<file path="config.mk">
export PLATFORM = sky130hd
export DESIGN_NAME = int8_mac_feeder
export DESIGN_NICKNAME = d
export VERILOG_FILES = /design/src/rtl/int8_mac_feeder.sv
export SDC_FILE = /design/constraint.sdc
export NUM_CORES = 1
export LEC_CHECK = 0
export ABC_AREA = 1
export BUFFER_PORTS_ARGS = -buffer_cell sky130_fd_sc_hd__buf_2
export CAP_MARGIN = 20
export CORE_ASPECT_RATIO = 1.75
export CORE_MARGIN = 2
export CORE_UTILIZATION = 54
export DETAILED_ROUTE_END_ITERATION = 7
export GPL_ROUTABILITY_DRIVEN = 0
export GPL_TIMING_DRIVEN = 0
export PLACE_DENSITY_LB_ADDON = 0.15
export SYNTH_ARGS = -nofsm -noshare
export SYNTH_HDL_FRONTEND = slang
export SYNTH_SLANG_ARGS = --single-unit
</file>
<file path="constraint.sdc">
create_clock -name CLK -period 4.26 [get_ports CLK]
set_input_delay 0.426 -clock CLK [delete_from_list [all_inputs] [get_ports CLK]]
set_output_delay 0.426 -clock CLK [all_outputs]
set_load 0.005 [all_outputs]
</file>
<file path="src/rtl/int8_mac_feeder.sv">
// Upstream sequencer for the pipelined INT8 MAC: accepts a job command and an operand
// stream, drives the MAC inputs, and closes the job on result-valid or drain timeout.
module int8_mac_feeder #(
    parameter int MO_WIDTH = 32,
    parameter int LEN_W    = 16,
    parameter int DRAIN_TO = 15
) (
    input  logic                CLK,
    input  logic                RST,
    input  logic                cmd_valid,
    output logic                cmd_ready,
    input  logic [LEN_W-1:0]    cmd_len,
    input  logic [7:0]          cmd_Za,
    input  logic [7:0]          cmd_Zw,
    input  logic [7:0]          cmd_Zo,
    input  logic [MO_WIDTH-1:0] cmd_M0,
    input  logic [5:0]          cmd_n,
    input  logic [31:0]         cmd_bias,
    input  logic                in_valid,
    output logic                in_ready,
    input  logic [7:0]          in_qa,
    input  logic [7:0]          in_qw,
    output logic                mac_En,
    output logic                mac_clear,
    output logic                mac_last,
    output logic [7:0]          mac_Qa,
    output logic [7:0]          mac_Qw,
    output logic [7:0]          mac_Za,
    output logic [7:0]          mac_Zw,
    output logic [7:0]          mac_Zo,
    output logic [MO_WIDTH-1:0] mac_M0,
    output logic [5:0]          mac_n,
    output logic [31:0]         mac_bias,
    input  logic                mac_q3_valid,
    output logic                busy,
    output logic                job_done,
    output logic                err_zero_len,
    output logic                err_timeout
);

    localparam int TMR_W = (DRAIN_TO < 2) ? 1 : $clog2(DRAIN_TO + 1);

    localparam logic [1:0] S_IDLE   = 2'd0;
    localparam logic [1:0] S_STREAM = 2'd1;
    localparam logic [1:0] S_DRAIN  = 2'd2;

    logic [1:0]          state_q, state_d;
    logic [LEN_W-1:0]    cnt_q, cnt_d;
    logic [LEN_W-1:0]    len_q, len_d;
    logic [TMR_W-1:0]    timer_q, timer_d;
    logic [7:0]          za_q, za_d, zw_q, zw_d, zo_q, zo_d;
    logic [MO_WIDTH-1:0] m0_q, m0_d;
    logic [5:0]          n_q, n_d;
    logic [31:0]         bias_q, bias_d;
    logic                en_q, en_d, clear_q, clear_d, last_q, last_d;
    logic [7:0]          qa_q, qa_d, qw_q, qw_d;
    logic                done_q, done_d, zl_q, zl_d, to_q, to_d;

    always_comb begin
        state_d = state_q;
        cnt_d   = cnt_q;
        len_d   = len_q;
        timer_d = timer_q;
        za_d    = za_q;
        zw_d    = zw_q;
        zo_d    = zo_q;
        m0_d    = m0_q;
        n_d     = n_q;
        bias_d  = bias_q;
        qa_d    = qa_q;
        qw_d    = qw_q;
        en_d    = 1'b0;
        clear_d = 1'b0;
        last_d  = 1'b0;
        done_d  = 1'b0;
        zl_d    = 1'b0;
        to_d    = 1'b0;
        case (state_q)
            S_IDLE: begin
                if (cmd_valid) begin
                    len_d  = cmd_len;
                    za_d   = cmd_Za;
                    zw_d   = cmd_Zw;
                    zo_d   = cmd_Zo;
                    m0_d   = cmd_M0;
                    n_d    = cmd_n;
                    bias_d = cmd_bias;
                    cnt_d  = '0;
                    if (cmd_len == '0) begin
                        zl_d   = 1'b1;
                        done_d = 1'b1;
                    end else begin
                        state_d = S_STREAM;
                    end
                end
            end
            S_STREAM: begin
                if (in_valid) begin
                    en_d    = 1'b1;
                    qa_d    = in_qa;
                    qw_d    = in_qw;
                    clear_d = (cnt_q == '0);
                    last_d  = (cnt_q == len_q - LEN_W'(1));
                    cnt_d   = cnt_q + LEN_W'(1);
                    if (cnt_q == len_q - LEN_W'(1)) begin
                        state_d = S_DRAIN;
                        timer_d = TMR_W'(DRAIN_TO);
                    end
                end
            end
            S_DRAIN: begin
                // A result arriving on the final timer cycle still counts as a normal close.
                if (mac_q3_valid) begin
                    state_d = S_IDLE;
                    done_d  = 1'b1;
                end else if (timer_q <= TMR_W'(1)) begin
                    state_d = S_IDLE;
                    timer_d = '0;
                    to_d    = 1'b1;
                    done_d  = 1'b1;
                end else begin
                    timer_d = timer_q - TMR_W'(1);
                end
            end
            default: state_d = S_IDLE;
        endcase
    end

    always_ff @(posedge CLK or negedge RST) begin
        if (!RST) begin
            state_q <= S_IDLE;
            cnt_q   <= '0;
            len_q   <= '0;
            timer_q <= '0;
            za_q    <= '0;
            zw_q    <= '0;
            zo_q    <= '0;
            m0_q    <= '0;
            n_q     <= '0;
            bias_q  <= '0;
            qa_q    <= '0;
            qw_q    <= '0;
            en_q    <= 1'b0;
            clear_q <= 1'b0;
            last_q  <= 1'b0;
            done_q  <= 1'b0;
            zl_q    <= 1'b0;
            to_q    <= 1'b0;
        end else begin
            state_q <= state_d;
            cnt_q   <= cnt_d;
            len_q   <= len_d;
            timer_q <= timer_d;
            za_q    <= za_d;
            zw_q    <= zw_d;
            zo_q    <= zo_d;
            m0_q    <= m0_d;
            n_q     <= n_d;
            bias_q  <= bias_d;
            qa_q    <= qa_d;
            qw_q    <= qw_d;
            en_q    <= en_d;
            clear_q <= clear_d;
            last_q  <= last_d;
            done_q  <= done_d;
            zl_q    <= zl_d;
            to_q    <= to_d;
        end
    end

    assign cmd_ready    = (state_q == S_IDLE);
    assign in_ready     = (state_q == S_STREAM);
    assign busy         = (state_q != S_IDLE);
    assign mac_En       = en_q;
    assign mac_clear    = clear_q;
    assign mac_last     = last_q;
    assign mac_Qa       = qa_q;
    assign mac_Qw       = qw_q;
    assign mac_Za       = za_q;
    assign mac_Zw       = zw_q;
    assign mac_Zo       = zo_q;
    assign mac_M0       = m0_q;
    assign mac_n        = n_q;
    assign mac_bias     = bias_q;
    assign job_done     = done_q;
    assign err_zero_len = zl_q;
    assign err_timeout  = to_q;

endmodule

</file>
==> results.py <==
metrics = {
    "floorplanning": {
        "die_h_um": 154,
        "start_util_pct": 55.3,
        "dieArea_mm2": 0.0137,
        "ios": 250,
        "die-width_um": 89.5,
        "core-area_mm2": 0.0125,
        "rows": 54,
    },
    "drt": {
        "vias_per_cell": 4.86,
        "remaining_drc_errors": 0,
        "first_pass_iters": 5,
        "avgRoutedWirePerCell_um": 14.4,
        "via_count": 6372,
        "drtIter0Drc": 317,
        "ant_nets": 0,
        "drt-total-wl_mm": 18.8,
    },
    "placed_design": {
        "dp_slack_ns": 2.22,
        "dpl-instance-area_mm2": 0.00840,
        "place.port_buffers": 249,
        "hpwl_mm": 14.2,
    },
    "worst_setup_path": {
        "cp-end-kind": "flop",
        "critPathMaxFanout": 6,
        "crit_arrival_ns": 2.35,
        "path_class": "flop to flop",
        "start_kind": "flop",
        "critPathRequiredTime_ns": 4.56,
    },
    "timing": {
        "setup_viol": 0,
        "final.period_utilization_pct": 48.1,
        "worst_slew_pin_slew_ns": 0.848,
        "final-max-slew-violation-count": 0,
        "min_period_ns": 2.05,
        "final.setup.tns_ns": 0,
        "fmax_ghz": 0.488,
        "finalClockSkew_ns": 0.00533,
        "finalHoldViolations": 0,
        "relSlewSlack_pct": 43.5,
        "rsz0062_at_grt": "no",
        "timing.hold.ws_ns": 0.0699,
        "setup_ws_ns": 2.21,
    },
    "final_layout": {
        "drive_gt1_share_pct": 28.4,
        "multiInputGateArea_mm2": 0.00268,
        "regArea_mm2": 0.00385,
        "layout_common_cells": "nand2_1, buf_2, dfrtp_1",
        "nFillCells": 1068,
        "fin_area_mm2": 0.00900,
        "area_growth_pct": 30.3,
        "final_common_cell": "nand2_1",
        "final_net_count": 1265,
    },
    "power_and_ir_drop": {
        "clockPowerShare_pct": 25.8,
        "vdd.ir_drop.worst_uv": 412,
        "switching_share_pct": 36.5,
        "power_frac_comb_pct": 33.5,
        "p_total_mw": 5.99,
        "power_switching_mw": 2.19,
        "power_leakage_nw": 5.15,
        "powerDensity_mw_per_mm2": 665,
        "cell_internal_pwr_mw": 3.80,
        "pwr-share-seq_pct": 40.7,
    },
    "global_route": {
        "gr-total-overflow": 0,
        "grt_max_degree": 93,
        "antenna_found_initial": 1,
        "grt_first_pass_wirelength_mm": 31.0,
        "grt_pass1_vias": 6474,
        "grt.total_usage_pct": 29.3,
    },
    "clocking": {
        "ctsHoldBuffers": 0,
        "clk_pin_slew_ns": 0.06,
        "cts_setup_buffers": 0,
        "cts-root-buf": "clkbuf_16",
        "clk_latency_ns": 0.41,
        "cts_tree": "yes",
        "cts_max_level": 4,
        "clock-sinks": 154,
        "cts-resized-gates": 0,
        "ctsLongestPathBuffers": 2,
        "cts_buffers": 17,
    },
    "yosys": {
        "netlist_instances": 860,
        "yosys-top-cells-area": "dfrtp_1, nand2_1, inv_1",
        "syn_nets": 996,
        "yosys.area_share.simple_pct": 31.9,
        "synthesis.area_mm2": 0.00691,
        "synth_warnings": 0,
        "synthMuxAreaShare_pct": 0,
        "ys_types": 33,
        "yosysTopAreaCellShare_pct": 55.8,
        "ys_seq_elements": 154,
        "synth_top_family_by_area": "simple AND/OR/NAND/NOR gates",
        "synth_area_leader_cell": "dfrtp_1",
        "synth_fa_ha_area_share_pct": 0.906,
        "synth_xor_area_share_pct": 2.28,
        "synth.avg_cell_area_um2": 8.03,
        "synth_compound_area_share_pct": 3.70,
        "yosysSeqAreaShare_pct": 55.8,
    },
    "hold_path": {
        "min_path_type": "input port to async pin",
    },
    "run_status": {
        "outcome": "complete, no violations",
    },
    "job": {
        "cap_violations": 0,
    },
}
## final cells by class
| cell class | count | area share [%] |
|---|---|---|
| inverter | 66 | 2.75 |
| sequential | 154 | 42.8 |
| clock buffer | 18 | 4.77 |
| timing repair buffer | 250 | 14.2 |
| tap | 168 | 2.34 |
| antenna | 1 | 0.0278 |
| multi-input combinational | 610 | 29.7 |
| buffer | 30 | 1.43 |
| clock inverter | 13 | 1.89 |
## path summary, 6_finish.rpt
| kind | startpoint | endpoint | slack, ns | depth (start not counted) |
|---|---|---|---|---|
| setup / recovery | len_q[0]$_DFFE_PN0P_ | timer_q[3]$_DFFE_PN0P_ | 2.21 | 13 |
| max in group asynchronous | RST | mac_M0[2]$_DFFE_PN0P_ | 3.38 | 2 |
| hold reg to reg | mac_M0[25]$_DFFE_PN0P_ | mac_M0[25]$_DFFE_PN0P_ | 0.46 | 2 |
| min in group CLK | cmd_M0[5] | mac_M0[5]$_DFFE_PN0P_ | 0.20 | 3 |
| hold / removal | RST | len_q[12]$_DFFE_PN0P_ | 0.07 | 1 |
| setup reg to reg | len_q[0]$_DFFE_PN0P_ | timer_q[3]$_DFFE_PN0P_ | 2.21 | 13 |
## per-layer routing
metal | share of wire [%] | up-vias | track usage (%)
met5 | 0 | - | 0
met4 | 4.1 | 0 | 12.9
li1 | - | 3164 | -
met2 | 54 | 199 | 51.6
met1 | 36 | 2956 | 31.4
met3 | 5.8 | 53 | 8.53
## per-stage QoR
step           std cells  utilization (%)
4_1_cts             1309             72.0
3_5_place_dp        1278             67.2
2_1_floorplan        860                -
5_1_grt             1310             72.0
6_report            1310             72.0
3_3_place_gp        1277             66.9
## logic make-up (layout without fill, tap and decap cells)
family                   after synthesis  after routing
AO/OA/AOI/OAI                         48             48
XOR/XNOR                              18             18
adder cells (fa/ha/maj)                5              5
buffers and inverters                 96            377
flip-flops                           154            154
other                                  0              1
AND/OR/NAND/NOR                      539            539
## Yosys cell counts, drive strengths merged
library cell    n
nand2         439
ha              5
o21ai          32
xnor2          12
nand4           5
nand3          26
or2             1
o22ai           1
nand3b          5
nor3            8
nor4            2
clkbuf         17
o221ai          1
a21oi          10
dfrtp         154
a211oi          1
buf            13
o21a            2
clkinv          1
xor2            6
inv            65
and2            1
nor2           52
o211ai          1
## sequential cells by signal, summed over array words and instances (netlist names)
signal / cells
mac_En: 1
cnt_q: 16
job_done: 1
mac_Qw: 8
timer_q: 4
mac_Zw: 8
mac_last: 1
state_q: 2
mac_Za: 8
mac_Qa: 8
mac_bias: 32
mac_n: 6
mac_clear: 1
len_q: 16
mac_M0: 32
err_timeout: 1
mac_Zo: 8
err_zero_len: 1
## power by group through the flow
stage | logic, mW | registers (mW) | clock network [mW]
after floorplan | 1.10 | 2.43 | 0
after global placement | 1.95 | 2.42 | 0
after detailed placement | 2.02 | 2.43 | 0
after CTS | 2.02 | 2.43 | 1.56
after global routing | 2.31 | 2.51 | 1.63
final | 2.01 | 2.44 | 1.54
## critical path: stages (launching register included)
cell and delay (ns):
dfrtp_1 0.40, inv_1 0.11, ha_1 0.35, inv_1 0.05
nand2_1 0.05, nand3_1 0.06, nor2_1 0.16, nand2_1 0.07
nor2_1 0.08, nand2_1 0.09, nor2_4 0.13, nand4_2 0.18
nand3_1 0.12, nand2_1 0.06
(Power assumes the default switching activity.)
